$ cat config.mk
export PLATFORM = sky130hd
export DESIGN_NAME = instr_fetch_ctrl
export DESIGN_NICKNAME = d
export VERILOG_FILES = /design/src/rtl/instr_fetch_ctrl_pkg.sv /design/src/rtl/instr_fetch_ctrl_fetch_fifo.sv /design/src/rtl/instr_fetch_ctrl.sv
export SDC_FILE = /design/constraint.sdc
export NUM_CORES = 1
export LEC_CHECK = 0
export BUFFER_PORTS_ARGS = -buffer_cell sky130_fd_sc_hd__buf_2
export CAP_MARGIN = 25
export CORE_ASPECT_RATIO = 1.5
export CORE_UTILIZATION = 60
export CTS_CLUSTER_DIAMETER = 200
export CTS_CLUSTER_SIZE = 30
export DETAILED_ROUTE_END_ITERATION = 16
export GPL_ROUTABILITY_DRIVEN = 0
export PLACE_DENSITY = 0.92
export SLEW_MARGIN = 30
export SYNTH_ARGS = -nofsm -noshare
export SYNTH_HDL_FRONTEND = slang
export SYNTH_SLANG_ARGS = --single-unit
$ cat constraint.sdc
create_clock -name clk -period 5.5 [get_ports clk]
set_input_delay 1.1 -clock clk [delete_from_list [all_inputs] [get_ports clk]]
set_output_delay 1.1 -clock clk [all_outputs]
set_load 0.005 [all_outputs]
$ cat src/rtl/instr_fetch_ctrl_pkg.sv
// Shared types and constants for the instruction fetch controller.
//   WORD_BYTES / PC_INC : sequential fetch stride
//   DEFAULT_RESET_PC    : default reset vector
//   fetch_entry_t       : buffered {pc, instr} pair
package instr_fetch_ctrl_pkg;

    localparam int unsigned WORD_BYTES       = 4;
    localparam logic [31:0] PC_INC           = 32'(WORD_BYTES);
    localparam logic [31:0] DEFAULT_RESET_PC = 32'h0000_0000;

    typedef struct packed {
        logic [31:0] pc;
        logic [31:0] instr;
    } fetch_entry_t;

endpackage

$ cat src/rtl/instr_fetch_ctrl_fetch_fifo.sv
// Synchronous instruction buffer (no fall-through).
//   clk, rst_n    : clock, async active-low reset
//   flush_i       : drop all entries (wins over push/pop)
//   push_i/data_i : write one entry at the tail
//   pop_i         : retire the head entry
//   head_o        : entry at the head (meaningful when count_o != 0)
//   count_o       : number of buffered entries
module instr_fetch_ctrl_fetch_fifo
    import instr_fetch_ctrl_pkg::*;
#(
    parameter  int unsigned DEPTH = 4,
    localparam int unsigned CNT_W = $clog2(DEPTH) + 1
) (
    input  logic             clk,
    input  logic             rst_n,
    input  logic             flush_i,
    input  logic             push_i,
    input  fetch_entry_t     data_i,
    input  logic             pop_i,
    output fetch_entry_t     head_o,
    output logic [CNT_W-1:0] count_o
);

    localparam int unsigned PTR_W = $clog2(DEPTH);

    fetch_entry_t     mem_q [DEPTH];
    logic [PTR_W-1:0] wr_ptr_q, wr_ptr_d;
    logic [PTR_W-1:0] rd_ptr_q, rd_ptr_d;
    logic [CNT_W-1:0] count_q, count_d;
    logic             do_push;
    logic             do_pop;

    assign do_push = push_i & ~flush_i;
    assign do_pop  = pop_i & ~flush_i & (count_q != '0);

    // Pointer/count next-state; pointers wrap naturally since DEPTH is a power of 2
    always_comb begin
        wr_ptr_d = wr_ptr_q;
        rd_ptr_d = rd_ptr_q;
        count_d  = count_q;
        if (flush_i) begin
            wr_ptr_d = '0;
            rd_ptr_d = '0;
            count_d  = '0;
        end else begin
            if (do_push) wr_ptr_d = wr_ptr_q + PTR_W'(1);
            if (do_pop)  rd_ptr_d = rd_ptr_q + PTR_W'(1);
            if (do_push && !do_pop)      count_d = count_q + CNT_W'(1);
            else if (!do_push && do_pop) count_d = count_q - CNT_W'(1);
        end
    end

    always_ff @(posedge clk or negedge rst_n) begin
        if (!rst_n) begin
            wr_ptr_q <= '0;
            rd_ptr_q <= '0;
            count_q  <= '0;
        end else begin
            wr_ptr_q <= wr_ptr_d;
            rd_ptr_q <= rd_ptr_d;
            count_q  <= count_d;
        end
    end

    // Storage needs no reset; the head is qualified by count downstream
    always_ff @(posedge clk) begin
        if (do_push) mem_q[wr_ptr_q] <= data_i;
    end

    assign head_o  = mem_q[rd_ptr_q];
    assign count_o = count_q;

endmodule

$ cat src/rtl/instr_fetch_ctrl.sv
// Fetch sequencer between IF and a 1-cycle registered-read instruction ROM.
//   imem_req/imem_addr/imem_rdata : ROM request (data returns next cycle)
//   redirect_valid/redirect_pc    : flush and re-steer fetch
//   if_valid/if_ready/if_instr/if_pc : buffered instruction stream to IF/ID
//   fetch_pc                      : next address to request (debug)
module instr_fetch_ctrl
    import instr_fetch_ctrl_pkg::*;
#(
    parameter logic [31:0] RESET_PC   = DEFAULT_RESET_PC,
    parameter int unsigned FIFO_DEPTH = 4
) (
    input  logic        clk,
    input  logic        rst_n,
    output logic        imem_req,
    output logic [31:0] imem_addr,
    input  logic [31:0] imem_rdata,
    input  logic        redirect_valid,
    input  logic [31:0] redirect_pc,
    output logic        if_valid,
    input  logic        if_ready,
    output logic [31:0] if_instr,
    output logic [31:0] if_pc,
    output logic [31:0] fetch_pc
);

    localparam int unsigned CNT_W = $clog2(FIFO_DEPTH) + 1;

    logic [31:0]      fetch_pc_q, fetch_pc_d;
    logic             inflight_q, inflight_d;
    logic [31:0]      inflight_pc_q, inflight_pc_d;
    logic [CNT_W-1:0] count;
    fetch_entry_t     head;
    fetch_entry_t     push_data;
    logic             issue;
    logic             push;
    logic             pop;
    logic             unused_redirect_lsb;

    assign unused_redirect_lsb = ^redirect_pc[1:0];

    // Credit check: buffered plus in-flight words never exceed the FIFO size
    assign issue = rst_n & ~redirect_valid
                 & ((count + CNT_W'(inflight_q)) < CNT_W'(FIFO_DEPTH));

    // A redirect kills the word returning this cycle
    assign push      = inflight_q & ~redirect_valid;
    assign push_data = '{pc: inflight_pc_q, instr: imem_rdata};
    assign pop       = if_valid & if_ready;

    always_comb begin
        fetch_pc_d    = fetch_pc_q;
        inflight_d    = issue;
        inflight_pc_d = inflight_pc_q;
        if (redirect_valid) begin
            fetch_pc_d = {redirect_pc[31:2], 2'b00};
        end else if (issue) begin
            fetch_pc_d    = fetch_pc_q + PC_INC;
            inflight_pc_d = fetch_pc_q;
        end
    end

    always_ff @(posedge clk or negedge rst_n) begin
        if (!rst_n) begin
            fetch_pc_q    <= RESET_PC;
            inflight_q    <= 1'b0;
            inflight_pc_q <= '0;
        end else begin
            fetch_pc_q    <= fetch_pc_d;
            inflight_q    <= inflight_d;
            inflight_pc_q <= inflight_pc_d;
        end
    end

    instr_fetch_ctrl_fetch_fifo #(
        .DEPTH (FIFO_DEPTH)
    ) u_fifo (
        .clk     (clk),
        .rst_n   (rst_n),
        .flush_i (redirect_valid),
        .push_i  (push),
        .data_i  (push_data),
        .pop_i   (pop),
        .head_o  (head),
        .count_o (count)
    );

    assign if_valid  = (count != '0);
    assign if_instr  = if_valid ? head.instr : '0;
    assign if_pc     = if_valid ? head.pc    : '0;
    assign imem_req  = issue;
    assign imem_addr = fetch_pc_q;
    assign fetch_pc  = fetch_pc_q;

endmodule

==> results of run 1 <==
final cells by class:
type	count	area, µm²	share of cell area (%)
Sequential cell	316	9154	62.05
Multi-Input combinational cell	457	3690	25.01
Timing Repair Buffer	201	1120	7.591
Clock buffer	23	405.4	2.748
Tap cell	272	340.3	2.307
Inverter	7	26.28	0.1781
Clock inverter	1	16.27	0.1103
layer usage:
layer	global-route usage, %	vias up	routed length (µm)
li1	-	3475	-
met1	30.77	3893	10260
met2	41.44	362	13680
met3	2.630	51	1701
met4	8.530	0	750
met5	0	-	0
Yosys cell counts, drive strengths merged (2+ instances only):
master / n / area (µm²)
o21ai: 14 / 81.33
xor2: 5 / 43.79
and3: 4 / 25.02
o311a: 2 / 20.02
inv: 7 / 26.28
a31oi: 7 / 58.81
nand2: 124 / 465.5
or2: 6 / 37.54
a21oi: 2 / 13.76
nor3: 3 / 15.01
nand3: 21 / 105.1
nor2: 21 / 78.83
a22oi: 4 / 30.03
and4: 6 / 52.55
nor2b: 11 / 68.82
nor4: 5 / 31.28
xnor2: 5 / 43.79
o31ai: 10 / 75.07
o311ai: 6 / 52.55
dfrtp: 68 / 1702
and2: 72 / 450.4
o2111ai: 2 / 17.52
mux4: 62 / 1396
nand4: 12 / 81.33
buf: 55 / 385.4
clkbuf: 31 / 117.6
o41ai: 5 / 43.79
ha: 5 / 62.56
edfxtp: 248 / 7447
o211ai: 8 / 60.06
or4: 10 / 75.07
or3: 5 / 31.28
mux2i: 2 / 20.02
per-stage QoR:
| step | setup WS, ns | instances |
|---|---|---|
| floorplan | 1.898 | 866 |
| global placement | 2.045 | 1248 |
| detailed placement | 2.059 | 1248 |
| CTS | 1.504 | 1272 |
| global route | 1.601 | 1277 |
| finish | 1.794 | 1277 |
final timing paths:
check | start | endpoint | cells past startpoint
worst max-delay path | u_fifo.rd_ptr_q[0] | if_pc[11] | 5
worst min-delay path | inflight_pc_q[25] | u_fifo.mem_q[0][57] | 0
worst max register to register | fetch_pc[10] | fetch_pc[29] | 4
worst min register to register | inflight_pc_q[25] | u_fifo.mem_q[0][57] | 0
max in group asynchronous | rst_n | u_fifo.rd_ptr_q[0] | 2
min in group asynchronous | rst_n | fetch_pc[25] | 2
flip-flops by register name, summed over array words and instances, names as in the netlist:
| register | count |
|---|---|
| fetch_pc | 30 |
| inflight_pc_q | 30 |
| inflight_q | 1 |
| u_fifo.count_o | 3 |
| u_fifo.mem_q | 248 |
| u_fifo.rd_ptr_q | 2 |
| u_fifo.wr_ptr_q | 2 |
power by group:
group          internal, W  switching (W)  total, W
clock network     0.000524       0.000695   0.00122
logic             0.000830       0.000767   0.00160
registers          0.00287       0.000261   0.00313
critical path, cell delays in order, from the launching register on:
cell	delay [ns]
dfrtp_4	0.67
buf_16	0.29
buf_4	0.29
mux4_2	0.54
and2_1	0.17
buf_2	0.13
kinds of logic (layout without fill, tap and decap cells):
kind of cell | after synthesis | in the layout | synth area share, %
AOI/OAI and AO/OA | 68 | 68 | 3.951
xor gates and xnor gates | 10 | 10 | 0.6568
adders and majority gates | 6 | 6 | 0.6193
buffers and inverters | 93 | 232 | 3.969
DFF | 316 | 316 | 68.61
muxes | 64 | 64 | 10.62
other | 1 | 6 | 0.02812
and+or+nand+nor | 303 | 303 | 11.54
==> results.md, run 1 <==
- Crit path launch type: register
- First-pass GRT wire length: 41410 µm
- Fillcell total: 1456
- 1st-pass router iterations: 7
- DR DRC count: 0
- Clock Path Buffers: 3
- Layout cell share with drive strength beyond 1: 29.55%
- Ports: 198
- Max rail drop VDD: 0.0002697 V
- MaxCap Viol Count: 0
- Cell area after synthesis: 13330 µm²
- Grt ovf: 0
- CP max FO: 31
- Most frequent cells in the layout: 248 x edfxtp_1, 188 x buf_2, 124 x nand2_1
- Final setup vio count: 0
- Postcts setup bufs: 0
- Core Util, Final: 67.92%
- Post-DP Area: 14210 µm²
- Clk slew on worst S/H paths: 0.12 ns
- Slew Limit Headroom: 42.81%
- Port Buf Inserts: 189
- Leakage power: 5.405 nW
- Synthesized area per cell: 15.49 µm²
- Initial antenna violation count: 0
- Post-CTS Resized: 0
- Post-synthesis sequential area ratio: 68.61%
- CTS H-Tree Depth: 1
- RSZ-0062 raised after global routing: false
- Die Ht: 184.6 µm
- CP required: 4.40 ns
- Worst skew pair latency: 0.49 ns
- Period minus WS final: 3.706 ns
- Status: complete, no violations
- Setup CP Type: reg -> out
- Vias per std cell: 6.093
- Max Clock Skew: 0.01748 ns
- Total GRT Usage: 23.85%
- PnR Total Power: 0.005946 W
- Synth Instances: 861
- Root Driver: clkbuf_16
- Initial Util: 61.40%
- Measured slew at the worst slew-check pin: 0.8546 ns
- Total wire length: 26390 µm
- Initial DRC count: 610
- PD cells: 403.1 nW/µm²
- Core area: 21720 µm²
- Die area: 22840 µm²
- Final hold slack: 0.5347 ns
- Vias in the first global route: 7828
- Post-synth ARST share: 21.52%
- Hold Crit Class: reg -> reg
- Slew Viols, Final: 0
- Hold_buf cts: 0
- CTS tree: built
- Antenna diodes: 0
- Fmax: 269.8 MHz
- Clock buffer count from CTS: 14
- Critical path arrival: 2.61 ns
- Die X: 123.7 µm
- Warnings, synthesis: 0
- CP Capture Type: primary output
- Routed vias: 7781
- Final #Nets: 1071
- Dominant synthesized flop cell: edfxtp_1
- Commonest non-fill, non-tap cell in the layout: edfxtp_1
- Post-DP HPWL: 15870 µm
- R2R setup slack: 3.04 ns
- Final period util: 67.39%
- Post-route cell area: 14750 µm²
- EDFF count, synth: 248
- Largest net degree at the start of global routing: 75
- Yosys reg bits: 316
- Wire per inst: 20.67 µm
- Synth cell types: 55
- Final antenna-violating net count: 0
- Row cnt: 66
- Sink Count: 316
- Synthesis-to-finish area growth: 10.63%
- Setup TNS: 0 ns
- Fin. Hold Viols: 0
Note: power is estimated with default switching activity, not from simulation.
==> run 2: changes to the inputs <==
--- a/config.mk
+++ b/config.mk
@@ -8,12 +8,12 @@
 export BUFFER_PORTS_ARGS = -buffer_cell sky130_fd_sc_hd__buf_2
 export CAP_MARGIN = 25
 export CORE_ASPECT_RATIO = 1.5
-export CORE_UTILIZATION = 60
+export CORE_UTILIZATION = 51
 export CTS_CLUSTER_DIAMETER = 200
 export CTS_CLUSTER_SIZE = 30
 export DETAILED_ROUTE_END_ITERATION = 16
 export GPL_ROUTABILITY_DRIVEN = 0
-export PLACE_DENSITY = 0.92
+export PLACE_DENSITY = 0.84
 export SLEW_MARGIN = 30
 export SYNTH_ARGS = -nofsm -noshare
 export SYNTH_HDL_FRONTEND = slang
==> constraint.sdc (replaced) <==
create_clock -name clk -period 3.2 [get_ports clk]
set_input_delay 0.64 -clock clk [delete_from_list [all_inputs] [get_ports clk]]
set_output_delay 0.64 -clock clk [all_outputs]
set_load 0.005 [all_outputs]
==> results.md, run 2 (synthesized netlist as in run 1, its figures left out) <==
- Pre-CTS setup slack: 0.7422 ns (was 2.059 ns)
- Die area: 26810 µm² (was 22840 µm²)
- Metal2 WL: 14440 µm (was 13680 µm)
- Vias per std cell: 5.794 (was 6.093)
- Hold_buf cts: 0 (unchanged)
- Antenna diodes: 0 (unchanged)
- CP Capture Type: primary output (unchanged)
- Period minus WS final: 2.937 ns
- Leakage power: 5.429 nW (was 5.405 nW)
- Reg2reg end: fetch_pc[26] (was fetch_pc[29])
- Row cnt: 72 (was 66)
- Core area: 25760 µm² (was 21720 µm²)
- Slowest cell on crit path: dfrtp_4 (unchanged)
- Multi-input gate area: 3690 µm² (unchanged)
- DR DRC count: 0 (unchanged)
- PnR Total Power: 0.01019 W (was 0.005946 W)
- Fillcell total: 1987 (was 1456)
- Total GRT Usage: 20.71% (was 23.85%)
- Delay-heaviest family, CP: flip-flops (was buffers and inverters)
- CTS H-Tree Depth: 1 (unchanged)
- First-pass GRT wire length: 42300 µm (was 41410 µm)
- Port Buf Inserts: 189 (unchanged)
- Largest net degree at the start of global routing: 67 (was 75)
- Max layer used: met4 (unchanged)
- Seq. cell area: 9156 µm² (was 9154 µm²)
- Clk slew on worst S/H paths: 0.11 ns (was 0.12 ns)
- Wire per inst: 20.29 µm (was 20.67 µm)
- Sink Count: 316 (unchanged)
- Crit-path max cell delay: 0.63 ns (was 0.67 ns)
- Setup TNS: 0 ns (unchanged)
- R2r startpoint: fetch_pc[3] (was fetch_pc[10])
- Max Clock Skew: 0.01563 ns (was 0.01748 ns)
- Worst path depth: 4 (was 5)
- Vias in the first global route: 7810 (was 7828)
- PD cells: 684.9 nW/µm² (was 403.1 nW/µm²)
- Post-CTS Resized: 0 (unchanged)
- Worst setup margin: 0.2627 ns (was 1.794 ns)
- R2R setup slack: 0.90 ns (was 3.04 ns)
- Commonest non-fill, non-tap cell in the layout: edfxtp_1 (unchanged)
- Met3 wire len: 1521 µm (was 1701 µm)
- Initial Util: 51.75% (was 61.40%)
- Status: complete, no violations (unchanged)
- Initial DRC count: 617 (was 610)
- Routed vias: 7781 (unchanged)
- 1st-pass router iterations: 5 (was 7)
- Layout cell share with drive strength beyond 1: 29.90% (was 29.55%)
- Hold Crit Class: in -> async (was reg -> reg)
- Measured slew at the worst slew-check pin: 0.8336 ns (was 0.8546 ns)
- Grt ovf: 0 (unchanged)
- MaxCap Viol Count: 0 (unchanged)
- Top reg by flops: u_fifo.mem_q (unchanged)
- Root Driver: clkbuf_16 (unchanged)
- Critical Path, Cell by Cell: buf_12 > mux4_2 > and2_1 > buf_2 (was buf_16 > buf_4 > mux4_2 > and2_1 > buf_2)
- Met1 WL: 10550 µm (was 10260 µm)
- Final #Nets: 1076 (was 1071)
- CTS tree: built (unchanged)
- Slew Limit Headroom: 44.21% (was 42.81%)
- RSZ-0062 raised after global routing: false (unchanged)
- Die Ht: 200.0 µm (was 184.6 µm)
- Post-DP HPWL: 17910 µm (was 15870 µm)
- CP required: 2.56 ns (was 4.40 ns)
- Clock buffer count from CTS: 14 (unchanged)
- Final period util: 91.79%
- Critical path arrival: 2.30 ns (was 2.61 ns)
- Worst skew pair latency: 0.49 ns (about the same)
- R2R depth: 5 (was 4)
- Fin. Hold Viols: 0 (unchanged)
- Final setup vio count: 0 (unchanged)
- Total wire length: 27250 µm (was 26390 µm)
- Final antenna-violating net count: 0 (unchanged)
- Ports: 198 (unchanged)
- Slew Viols, Final: 0 (unchanged)
- Max rail drop VDD: 0.0004432 V (was 0.0002697 V)
- Clock Path Buffers: 3 (unchanged)
- Bufs and invs on worst path: 2 (was 3)
- Die X: 134.0 µm (was 123.7 µm)
- Max reg flops: 248 (unchanged)
- Synthesis-to-finish area growth: 11.55% (was 10.63%)
- Setup CP Type: reg -> out (unchanged)
- Most frequent cells in the layout: 248 x edfxtp_1, 188 x buf_2, 124 x nand2_1 (unchanged)
- Postcts setup bufs: 0 (unchanged)
- Initial antenna violation count: 1 (was 0)
- Crit path launch type: register (unchanged)
- Fmax: 340.5 MHz
- CP max FO: 32 (was 31)
==> run 2: cell types whose count changed in the layout (fill, tap and decap cells not counted) <==
cell,before,now
dfrtp_4,1,2
dfrtp_2,1,0
buf_16,2,0
buf_12,3,7
buf_6,1,0
buf_4,7,11
==> run 2: power by group <==
part           internal, W  leakage (nW)  switching, W
Clock             0.000898         0.202       0.00116
Sequential         0.00493          3.08      0.000434
Combinational      0.00143          2.15       0.00133
Total              0.00727          5.43       0.00292
==> run 2: worst register-to-register path, cell delays in order, from the launching register on <==
cell and delay, ns:
dfrtp_1 0.55, ha_1 0.28, and4_1 0.37, nand4_2 0.26, o311a_1 0.36, or3_1 0.36
==> run 2: final cells by class <==
type                       instances  area share, %
clock buffer                      23          2.725
clock inverter                     1         0.1094
inverter                           7         0.1766
multi-input combinational        457          24.81
sequential                       316          61.56
tap                              333          2.801
timing repair buffer             206          7.823
==> run 2: worst max path at each step <==
stage                       start                 end
2_1_floorplan      redirect_valid  u_fifo.mem_q[0][0]
3_3_place_gp    u_fifo.count_o[1]         if_instr[6]
3_5_place_dp   u_fifo.rd_ptr_q[0]            if_pc[4]
4_1_cts        u_fifo.rd_ptr_q[0]            if_pc[4]
5_1_grt        u_fifo.rd_ptr_q[0]            if_pc[4]
6_report       u_fifo.rd_ptr_q[0]            if_pc[4]
==> run 2: metal layers <==
layer | up-vias | track usage [%]
met4 | 0 | 8.073
li1 | 3488 | -
met2 | 340 | 37.09
met5 | - | 0
met1 | 3900 | 25.90
met3 | 53 | 2.197
==> run 2: through the flow <==
| stage | area, µm² | hold slack [ns] | utilization, % | instances |
|---|---|---|---|---|
| after CTS | 14870 | 0.03609 | 57.73 | 1343 |
| final | 14870 | 0.05524 | 57.73 | 1343 |
| after global placement | 14450 | 0.4863 | 56.08 | 1319 |
| after detailed placement | 14450 | 0.5027 | 56.09 | 1319 |
| after global routing | 14870 | 0.04165 | 57.73 | 1343 |
| after floorplan | 13350 | 0.3444 | - | 866 |
==> run 3: changes to the inputs <==
--- a/config.mk
+++ b/config.mk
@@ -5,15 +5,16 @@
 export SDC_FILE = /design/constraint.sdc
 export NUM_CORES = 1
 export LEC_CHECK = 0
+export ABC_AREA = 1
 export BUFFER_PORTS_ARGS = -buffer_cell sky130_fd_sc_hd__buf_2
 export CAP_MARGIN = 25
 export CORE_ASPECT_RATIO = 1.5
-export CORE_UTILIZATION = 51
+export CORE_UTILIZATION = 52
 export CTS_CLUSTER_DIAMETER = 200
 export CTS_CLUSTER_SIZE = 30
 export DETAILED_ROUTE_END_ITERATION = 16
 export GPL_ROUTABILITY_DRIVEN = 0
-export PLACE_DENSITY = 0.84
+export PLACE_DENSITY = 0.75
 export SLEW_MARGIN = 30
 export SYNTH_ARGS = -nofsm -noshare
 export SYNTH_HDL_FRONTEND = slang
==> results.md, run 3 <==
- Postcts setup bufs: 0 (unchanged)
- Port Buf Inserts: 189 (unchanged)
- Gate power share: 27.3% (was 27.1%)
- CP max FO: 125 (was 32)
- R2R setup slack: 1.10 ns (was 0.90 ns)
- Clk pwr share: 20.4% (was 20.2%)
- Post-synthesis sequential area ratio: 66.68% (was 68.61%)
- Layout cell share with drive strength beyond 1: 17.72% (was 29.90%)
- Initial antenna violation count: 0 (was 1)
- Post-synth ARST share: 21.52% (unchanged)
- MaxCap Viol Count: 0 (unchanged)
- Slew Limit Headroom: 42.22% (was 44.21%)
- Post-DP HPWL: 18430 µm (was 17910 µm)
- Inst Count DP: 1771 (was 1319)
- Final period util: 92.10% (was 91.79%)
- Ports: 198 (unchanged)
- Fillcell total: 2114 (was 1987)
- Leakage power: 6.036 nW (was 5.429 nW)
- CP Capture Type: primary output (unchanged)
- Die X: 134.6 µm (was 134.0 µm)
- Int Power: 0.006860 W (was 0.007267 W)
- Row cnt: 72 (unchanged)
- Max Clock Skew: 0.01956 ns (was 0.01563 ns)
- Dominant synthesized flop cell: edfxtp_1 (unchanged)
- Core Util, Final: 58.88% (was 57.73%)
- CTS H-Tree Depth: 1 (unchanged)
- Fin. Hold Viols: 0 (unchanged)
- Total GRT Usage: 22.15% (was 20.71%)
- Root Driver: clkbuf_16 (unchanged)
- RSZ-0062 raised after global routing: false (unchanged)
- Top reg by flops: u_fifo.mem_q (unchanged)
- Worst setup margin: 0.2529 ns (was 0.2627 ns)
- Die area: 27050 µm² (was 26810 µm²)
- Yosys reg bits: 316 (unchanged)
- Synthesis-to-finish area growth: 10.95% (was 11.55%)
- DR DRC count: 0 (unchanged)
- Final Non-Filler Cells: 1795 (was 1343)
- Sw Share: 32.55% (was 28.67%)
- Psw: 0.003310 W (was 0.002921 W)
- Vias in the first global route: 9174 (was 7810)
- Wire per inst: 16.40 µm (was 20.29 µm)
- Core area: 25850 µm² (was 25760 µm²)
- Clk slew on worst S/H paths: 0.11 ns (about the same)
- Synth cell types: 30 (was 55)
- Status: complete, no violations (unchanged)
- CTS tree: built (unchanged)
- Final #Nets: 1528 (was 1076)
- Warnings, synthesis: 0 (unchanged)
- Worst skew pair latency: 0.50 ns (was 0.49 ns)
- Yosys top cell area share: 54.28% (was 55.85%)
- Hold_buf cts: 0 (unchanged)
- Largest net degree at the start of global routing: 126 (was 67)
- Sink Count: 316 (unchanged)
- Fmax: 339.3 MHz (was 340.5 MHz)
- Grt ovf: 0 (unchanged)
- First-pass GRT wire length: 46640 µm (was 42300 µm)
- Slew Viols, Final: 0 (unchanged)
- Max reg flops: 248 (unchanged)
- Hold Crit Class: in -> reg (was in -> async)
- Post-CTS Resized: 0 (unchanged)
- Initial DRC count: 710 (was 617)
- Final setup vio count: 0 (unchanged)
- EDFF count, synth: 248 (unchanged)
- Seq pwr share: 52.4% (was 52.7%)
- Final antenna-violating net count: 0 (unchanged)
- Synthesized area per cell: 10.37 µm² (was 15.49 µm²)
- Measured slew at the worst slew-check pin: 0.8667 ns (was 0.8336 ns)
- Synth Instances: 1323 (was 861)
- Pre-CTS setup slack: 0.8421 ns (was 0.7422 ns)
- PD cells: 668.1 nW/µm² (was 684.9 nW/µm²)
- Crit path launch type: register (unchanged)
- Vias per std cell: 5.270 (was 5.794)
- Cell area after synthesis: 13720 µm² (was 13330 µm²)
- Die Ht: 200.9 µm (was 200.0 µm)
- 1st-pass router iterations: 6 (was 5)
- Most frequent cells in the layout: 295 x nor2_1, 248 x edfxtp_1, 207 x nand2_1 (was 248 x edfxtp_1, 188 x buf_2, 124 x nand2_1)
- Clock Path Buffers: 3 (unchanged)
- Critical path arrival: 2.31 ns (was 2.30 ns)
- Period minus WS final: 2.947 ns (was 2.937 ns)
- Antenna diodes: 0 (unchanged)
- Commonest non-fill, non-tap cell in the layout: nor2_1 (was edfxtp_1)
- Total wire length: 29430 µm (was 27250 µm)
- Most common cell in the synthesized netlist: nor2_1 (was edfxtp_1)
- Synth area leader: edfxtp_1 (unchanged)
- Commonest cells in the netlist: 299 x nor2_1, 248 x edfxtp_1, 207 x nand2_1, 150 x o21ai_0, 68 x dfrtp_1 (was 248 x edfxtp_1, 124 x nand2_1, 72 x and2_1, 68 x dfrtp_1, 62 x mux4_2)
- Setup TNS: 0 ns (unchanged)
- Max rail drop VDD: 0.0005531 V (was 0.0004432 V)
- Setup CP Type: reg -> out (unchanged)
- Clock buffer count from CTS: 14 (unchanged)
- Top cells by area, synth: edfxtp_1 54%, dfrtp_1 12%, nor2_1 8.2%, nand2_1 5.7%, o21ai_0 5.5% (was edfxtp_1 56%, dfrtp_1 13%, mux4_2 10%, nand2_1 3.5%, and2_1 3.4%)
- CP required: 2.56 ns (about the same)
- Initial Util: 53.07% (was 51.75%)
- Routed vias: 9460 (was 7781)
[run 3: cell count changes in the layout (fill, tap and decap cells not counted), sizes merged, moves of 11 or more]
cell,previous run,this run
nor2,21,310
o21ai,14,174
nand2,124,217
and2,72,0
inv,8,73
a21oi,2,66
mux4,62,0
nand3,21,42
nor2b,11,0
[run 3: worst paths after layout]
check	start	end	cells after the start
min reg2reg	inflight_pc_q[26]	u_fifo.mem_q[0][58]	0
max reg2reg	fetch_pc[2]	fetch_pc[16]	7
min in group asynchronous	rst_n	fetch_pc[17]	2
min	imem_rdata[0]	u_fifo.mem_q[1][0]	1
max in group asynchronous	rst_n	u_fifo.rd_ptr_q[0]	2
max	u_fifo.rd_ptr_q[0]	if_pc[10]	6
[run 3: cell type report]
cell class	count	area [µm²]	area share, %
multi-input combinational	842	3775	24.80
inverter	73	275.3	1.808
clock buffer	23	405.4	2.663
tap	333	416.7	2.737
timing repair buffer	207	1181	7.759
sequential	316	9154	60.13
clock inverter	1	16.27	0.1068
[run 3: per-stage QoR]
step | hold slack [ns] | power (W) | cell area [µm²]
floorplan | 0.3444 | 0.007025 | 13750
global placement | 0.4861 | 0.008125 | 14800
detailed placement | 0.5038 | 0.008215 | 14800
CTS | 0.3299 | 0.01026 | 15220
global route | 0.3333 | 0.01078 | 15220
finish | 0.3455 | 0.01017 | 15220
[run 3: layer usage]
layer | global-route usage (%) | vias to the layer above | part of all wire, %
li1 | - | 4639 | -
met1 | 26.44 | 4428 | 39
met2 | 40.26 | 331 | 52
met3 | 1.818 | 62 | 4.9
met4 | 9.872 | 0 | 4.0
met5 | 0 | - | 0
[run 3: logic make-up after synthesis]
logic type	synth area share, %
AO/OA/AOI/OAI	9.201
XOR/XNOR	0.5745
adder cells (fa/ha/maj)	0.6019
buffers and inverters	6.164
flip-flops	66.68
other	0.02733
AND/OR/NAND/NOR	16.75
[run 3: worst max-delay path, cell delays in order (launching register included)]
cell	delay, ns
dfrtp_4	0.45
buf_12	0.38
nor2_1	0.11
nor2_1	0.11
o21ai_0	0.10
a21oi_1	0.33
buf_2	0.18
[run 3: power groups by stage]
stage	combinational [W]	clock, W	sequential (W)
finish	0.00277	0.00207	0.00533
global route	0.00311	0.00227	0.00539
CTS	0.00281	0.00212	0.00532
detailed placement	0.00280	0	0.00541
global placement	0.00274	0	0.00538
floorplan	0.00173	0	0.00529
